--- config.mk ---
export PLATFORM = sky130hd
export DESIGN_NAME = serial_adder_seq
export DESIGN_NICKNAME = d
export VERILOG_FILES = /design/src/rtl/serial_adder_pkg.sv /design/src/rtl/fuladderwith_decod.sv /design/src/rtl/serial_adder_seq.sv
export SDC_FILE = /design/constraint.sdc
export NUM_CORES = 1
export LEC_CHECK = 0
export BUFFER_PORTS_ARGS = -buffer_cell sky130_fd_sc_hd__buf_4
export CAP_MARGIN = 0
export CORE_MARGIN = 3
export CORE_UTILIZATION = 30
export DETAILED_ROUTE_END_ITERATION = 10
export SYNTH_ARGS = -nofsm -noshare
export SYNTH_HDL_FRONTEND = slang
export SYNTH_SLANG_ARGS = --single-unit
--- constraint.sdc ---
create_clock -name clk -period 2 [get_ports clk]
set_clock_uncertainty 0.1 [all_clocks]
set_input_delay 0.2 -clock clk [delete_from_list [all_inputs] [get_ports clk]]
set_output_delay 0.2 -clock clk [all_outputs]
set_load 0.03 [all_outputs]
--- src/rtl/serial_adder_pkg.sv ---
// Shared definitions for the bit-serial adder sequencer: FSM state encoding,
// default operand width and the counter-width helper.
package serial_adder_pkg;

  // Default operand/result width.
  localparam int SA_WIDTH_DEF = 8;

  // Sequencer states.
  typedef enum logic [1:0] {
    ST_IDLE = 2'd0,
    ST_RUN  = 2'd1,
    ST_DONE = 2'd2
  } state_t;

  // Bit-counter width: enough to count 0..w-1, never narrower than one bit.
  function automatic int cnt_width(input int w);
    return (w > 1) ? $clog2(w) : 1;
  endfunction

endpackage

--- src/rtl/fuladderwith_decod.sv ---
// 1-bit full adder built from a 3-to-8 decoder: sum and carry are ORs of
// the decoded minterms of {a, b, cin}.
module fuladderwith_decod (
  input  logic a,
  input  logic b,
  input  logic cin,
  output logic sum,
  output logic carry
);

  logic [7:0] dec;

  // One-hot decode of the input triple.
  always_comb begin
    // NOTE: default every bit first so no path leaves dec unassigned (no latch).
    dec = '0;
    dec[{a, b, cin}] = 1'b1;
  end

  // Odd number of ones -> sum; two or more ones -> carry.
  assign sum   = dec[1] | dec[2] | dec[4] | dec[7];
  assign carry = dec[3] | dec[5] | dec[6] | dec[7];

endmodule

--- src/rtl/serial_adder_seq.sv ---
// Bit-serial WIDTH-bit adder sequencer. Feeds one operand bit pair per clock
// plus the registered carry into a 1-bit full-adder cell, shifts the sum bit
// into an accumulator LSB first and publishes {cout, sum} with a done pulse.
module serial_adder_seq
  import serial_adder_pkg::*;
#(
  parameter int WIDTH = SA_WIDTH_DEF
) (
  input  logic             clk,
  input  logic             rst,
  input  logic             start,
  input  logic [WIDTH-1:0] op_a,
  input  logic [WIDTH-1:0] op_b,
  input  logic             op_cin,
  output logic             ready,
  output logic             busy,
  output logic             done,
  output logic [WIDTH-1:0] sum,
  output logic             cout
);

  localparam int CNT_W = cnt_width(WIDTH);
  localparam logic [CNT_W-1:0] CNT_LAST = CNT_W'(WIDTH - 1);

  if (WIDTH < 1 || WIDTH > 64) begin : g_bad_width
    $error("serial_adder_seq: WIDTH must be in 1..64");
  end

  state_t           state;
  logic [WIDTH-1:0] a_sh;
  logic [WIDTH-1:0] b_sh;
  logic [WIDTH-1:0] acc;
  logic [WIDTH-1:0] acc_next;
  logic             c_ff;
  logic [CNT_W-1:0] cnt;
  logic             fa_sum;
  logic             fa_carry;

  fuladderwith_decod u_fa (
    .a     (a_sh[0]),
    .b     (b_sh[0]),
    .cin   (c_ff),
    .sum   (fa_sum),
    .carry (fa_carry)
  );

  // New sum bit enters at the MSB; after WIDTH shifts bit 0 lands at acc[0].
  if (WIDTH == 1) begin : g_acc_w1
    assign acc_next = fa_sum;
  end else begin : g_acc_wn
    assign acc_next = {fa_sum, acc[WIDTH-1:1]};
  end

  // Sequencer FSM and serial datapath; all outputs are registered here.
  always_ff @(posedge clk) begin
    // NOTE: sequential state uses <= so every register samples pre-edge values.
    if (rst) begin
      state <= ST_IDLE;
      ready <= 1'b1;
      busy  <= 1'b0;
      done  <= 1'b0;
      sum   <= '0;
      cout  <= 1'b0;
      a_sh  <= '0;
      b_sh  <= '0;
      acc   <= '0;
      c_ff  <= 1'b0;
      cnt   <= '0;
    end else begin
      case (state)
        ST_IDLE, ST_DONE: begin
          done <= 1'b0;
          if (start) begin
            a_sh  <= op_a;
            b_sh  <= op_b;
            c_ff  <= op_cin;
            acc   <= '0;
            cnt   <= '0;
            state <= ST_RUN;
            ready <= 1'b0;
            busy  <= 1'b1;
          end else begin
            state <= ST_IDLE;
            ready <= 1'b1;
            busy  <= 1'b0;
          end
        end

        ST_RUN: begin
          a_sh <= a_sh >> 1;
          b_sh <= b_sh >> 1;
          acc  <= acc_next;
          c_ff <= fa_carry;
          cnt  <= cnt + CNT_W'(1);
          if (cnt == CNT_LAST) begin
            sum   <= acc_next;
            cout  <= fa_carry;
            done  <= 1'b1;
            ready <= 1'b1;
            busy  <= 1'b0;
            state <= ST_DONE;
          end
        end

        default: begin
          state <= ST_IDLE;
          ready <= 1'b1;
          busy  <= 1'b0;
          done  <= 1'b0;
        end
      endcase
    end
  end

endmodule
### After elaboration in Yosys (flattened, before gate mapping)

Cells that the tools add are included.

| storage, ports and cells | value |
|---|---|
| bits in registers | 42 |
| bits of input ports | 20 |
| output and inout bits | 12 |
| logic and storage cells | 54 |

| operators by class | value |
|---|---|
| add/subtract/negate cells | 1 |
| order comparisons | 2 |
| equality and inequality tests | 5 |
| mux-type cells | 21 |
| bitwise gates (word level) | 7 |
| reductions and logical operators | 7 |

Operator list:

| operator | number |
|---|---|
| $pmux 8 s2 | 3 |
| $mux 8 | 3 |
| $mux 1 | 7 |
| $or 1x1->1 | 6 |
| $pmux 1 s2 | 3 |
| $pmux 3 s2 | 1 |
| $lt 3x4->1 const B | 1 |
| $ne 2x2->1 const B | 2 |
| $pmux 2 s2 | 1 |
| $reduce_and 2->1 | 2 |
| $reduce_or 2->1 | 2 |
| $add 3x1->3 const B | 1 |
| $demux 1 s3 | 1 |
| $eq 3x3->1 const B | 1 |
| $ge 3x1->1 const B | 1 |
| $mux 3 | 1 |
| $eq 2x1->1 const B | 1 |
| $eq 2x2->1 const B | 1 |
| $logic_not 2->1 | 1 |
| $mux 2 | 1 |
| $reduce_bool 2->1 | 1 |
| $logic_and 1x1->1 | 1 |
| $not 1->1 | 1 |

### Logic depth before layout (Yosys ltp)

| logic depth | value |
|---|---|
| depth in word-level cells | 8 |
| depth in mapped cells | 5 |
| mapped depth without buffers | 5 |

### Hierarchy

A second synthesis with hierarchy kept.

| second synthesis, totals | value |
|---|---|
| cells, all modules | 184 |
| area, all modules | 1587.8 um^2 |

Modules (own cells, without submodules):

| module | times used | cells an instance | area each (um^2) | seq. area each (um^2) |
|---|---|---|---|---|
| serial_adder_seq | 1 | 183 | 1567.8 | 820.8 |
| fuladderwith_decod | 1 | 1 | 20.0 | 0.0 |

### Least setup slack after synthesis

Ideal clock, no wire load.

| path | value |
|---|---|
| path kind | flip-flop to flip-flop |
| from | reg cnt[0] |
| to | reg sum[0] |
| setup time | 72 ps |
| data arrival time | 1145 ps |
| required time | 1828 ps |
| path slack | 683 ps |
| cell stages (with the launch flop) | 6 |
| path buffers | 1 |
| period minus slack after synthesis | 1317 ps |
| path through | dfxtp_1 ha_1 ha_1 clkbuf_1 nand3_1 a21oi_1 |

| between the ends | value |
|---|---|
| word-level cells in the longest chain between the ends | 2 |

RTL lines:

| element | line | text |
|---|---|---|
| start, declared | serial_adder_seq.sv:35 | `logic [CNT_W-1:0] cnt;` |
| start signal, assigned | serial_adder_seq.sv:94 | `cnt <= cnt + CNT_W'(1);` |
| $eq 3x3->1 | serial_adder_seq.sv:95 | `if (cnt == CNT_LAST) begin` |
| $reduce_and 2->1 (no line) | - |  |
| end signal, assigned | serial_adder_seq.sv:96 | `sum <= acc_next;` |
| end, declared | serial_adder_seq.sv:18 | `output logic [WIDTH-1:0] sum,` |

No other way between the ends.
A chain may end at the register's enable or synchronous reset.

### Worst setup path after layout

| path | value |
|---|---|
| from | reg state[0] |
| to | reg c_ff |

| between the ends | value |
|---|---|
| word-level cells in the longest chain between the ends | 4 |
| elaborated cells on any way between the ends | 8 |
| those cells by class | eq/ne (3); mux (1); reduce/logical (4) |

RTL lines:

| element | line | text |
|---|---|---|
| start, declared | serial_adder_seq.sv:29 | `state_t state;` |
| start signal, assigned | serial_adder_seq.sv:58 | `state <= ST_IDLE;` |
| start signal, assigned | serial_adder_seq.sv:79 | `state <= ST_RUN;` |
| start signal, assigned | serial_adder_seq.sv:83 | `state <= ST_IDLE;` |
| $eq 2x2->1 or $logic_not 2->1 (tied branches) | serial_adder_seq.sv:70 | `case (state)` |
| $reduce_or 2->1 | serial_adder_seq.sv:70 |  |
| $ne 2x2->1 (no line) or $reduce_bool 2->1 (tied branches) | - |  |
| $reduce_and 2->1 (no line) | - |  |
| end signal, assigned | serial_adder_seq.sv:76 | `c_ff <= op_cin;` |
| end signal, assigned | serial_adder_seq.sv:93 | `c_ff <= fa_carry;` |
| end, declared | serial_adder_seq.sv:34 | `logic c_ff;` |

Parallel ways exist; a longest one is shown, timed or not.

==> out/metrics.cfg <==
[run_status]
run_status = finished, final reports clean

[yosys]
yosysWarningCount = 0
ys_seq_area_share_pct = 48.2
ys_top_cells_by_area = dfxtp_1, nand2_1, a311oi_2, a21oi_1, nand3_1
syn_nets = 222
ys_types = 22
ys_seq_elements = 41
syn_avg_cell_area_um2 = 8.56
synthesis.instances = 199
netlist_area_um2 = 1700
synth_area_leader_cell = dfxtp_1
netlist.area_leader.share_pct = 48.2

[cells_and_area]
multi_input_area_um2 = 776
mostFrequentLayoutCell = nand2_1
final_util_pct = 39.8
nets = 250
finalNonFillerCells = 298
syn_to_final_growth_pct = 23.9
nFillCells = 548
drive_gt1_share_pct = 24.6
diodes = 0
regArea_um2 = 821
mostFrequentLayoutCells = nand2_1, dfxtp_1, buf_4

[global_route]
grt_pass1_wl_um = 6180
grt_overflow = 0
grt_max_degree = 42
antenna_found_initial = 0
first_global_vias = 1351
grtUsageTotal_pct = 12.1

[power]
p_per_area_nw_per_um2 = 890
fin_total_pwr_mw = 1.88
max-vdd-ir-drop_mv = 0.389
p_leak_nw = 0.812

[critical_path]
crit_path_cell_trace = nand2b_1 -> buf_4 -> nand2_1 -> a311oi_2
cp.required_ps = 2110
worstSetupPathType = flop to flop
slowest_delay_ps = 390
critPathMaxFanout = 14
cp-end-kind = flop
critical_path_arrival_ps = 1580
slowest_stage = dfxtp_1
cp-start-kind = flop

[sta]
slew_headroom_pct = 69.2
slew_viol_final = 0
setup_tns_ps = 0
worst_pin_slew_ps = 462
setup_viol = 0
fin_crit_sh_pct = 73.8
hold_violations = 0
finalWorstSetupSlack_ps = 525
fmax_mhz = 678
rsz0062_at_grt = no
period_needed_ps = 1480

[clock_tree]
cts.sinks = 41
cts_hold_buffers = 0
cts_tree = built
cts_buffers = 5
cts.path.max_buffers = 2
cts-root-buf = clkbuf_8
path_clk_slew_ps = 80
post_cts_resized = 0
h-tree-depth = 2
post-cts-setup-buffers = 0
clock_latency_ps = 290

[drt]
post_drt_wl_per_cell_um = 12.2
remaining_drc_errors = 0
firstDrtPassIters = 4
num_vias = 1417
dr.first_iter.drc_count = 61
via_per_inst = 4.76
final_antenna_net_count = 0
totalWireLength_um = 3640

[place]
hpwl_um = 2420
place_ws_ps = 530
placed_cells_incl_taps = 290
gp_congestion = 0.721
port_buffers = 31

[floorplan]
die_h_um = 81.4
rows = 26
die_width_um = 81.4
core_um2 = 5300
die_area_um2 = 6620
io_pins = 32
initial_core_util_pct = 32.1

[flow_run]
maxCapViolations = 0

[hold_path]
hp-class = primary input to flop

==> final cells by class <==
type,instances,share of cell area [%]
Timing Repair Buffer,39,13.9
Sequential cell,41,38.9
Clock buffer,5,3.26
Clock inverter,3,3.08
Tap cell,70,4.15
Multi-Input combinational cell,140,36.8
==> where the power goes <==
group,leakage (nW),switching [mW],internal [mW]
logic,0.409,0.123,0.0902
clock network,0.0681,0.288,0.496
registers,0.335,0.0236,0.857
total,0.812,0.434,1.44
==> sequential cells by signal, indices dropped and copies added (netlist names) <==
register  flops
b_sh          8
acc           7
c_ff          1
sum           8
a_sh          8
done          1
ready         1
busy          1
state         2
cnt           3
cout          1
==> per-stage QoR <==
| step | area, µm² | hold WS [ps] |
|---|---|---|
| 2_1_floorplan | 1700 | 236 |
| 4_1_cts | 2110 | 36.8 |
| 6_report | 2110 | 46.8 |
| 3_5_place_dp | 1980 | 349 |
| 3_3_place_gp | 1980 | 345 |
| 5_1_grt | 2110 | 54.2 |
==> critical path: cells and delay by family, from the launching register on <==
kind,cells,cell delay (ps)
simple gates,2,410
flops,1,390
buf+inv,1,270
compound gates,1,220
==> cells in the mapped netlist <==
cell,instances
a311oi_1,7
nand2_1,50
buf_2,4
nor2_1,17
ha_1,2
a21oi_1,22
and2b_1,1
nor3b_1,1
fa_1,1
dfxtp_1,41
nand2b_1,3
nor2b_1,1
clkbuf_1,3
buf_6,2
o21bai_1,1
nand3b_1,2
buf_4,6
o21a_1,1
a311oi_2,8
buf_1,3
nor3_1,2
nand3_1,21
==> path summary, 6_finish.rpt <==
kind | startpoint | endpoint | slack [ps] | depth (start not counted)
setup / recovery | state[0] | c_ff | 520 | 4
hold / removal | op_b[7] | b_sh[7] | 50 | 3
setup reg to reg | state[0] | c_ff | 520 | 4
hold reg to reg | sum[7] | sum[7] | 360 | 2
==> routing by layer <==
layer  vias to the layer above  GRT usage [%]  wire (µm)
li1                        733              -          -
met1                       656           14.9       1730
met2                        24           19.5       1720
met3                         4           2.66        126
met4                         0           6.59         59
met5                         -              0          0
==> cells by family (layout without fill, tap and decap cells) <==
logic type,Yosys count,in the layout,share of synthesized area (%)
and+or+nand+nor,98,98,24.7
DFF,41,41,48.2
AOI/OAI and AO/OA,39,39,18.0
buffers and inverters,18,47,6.46
adders and majority gates,3,3,2.64
No activity file was read; power rests on OpenSTA's default activity.
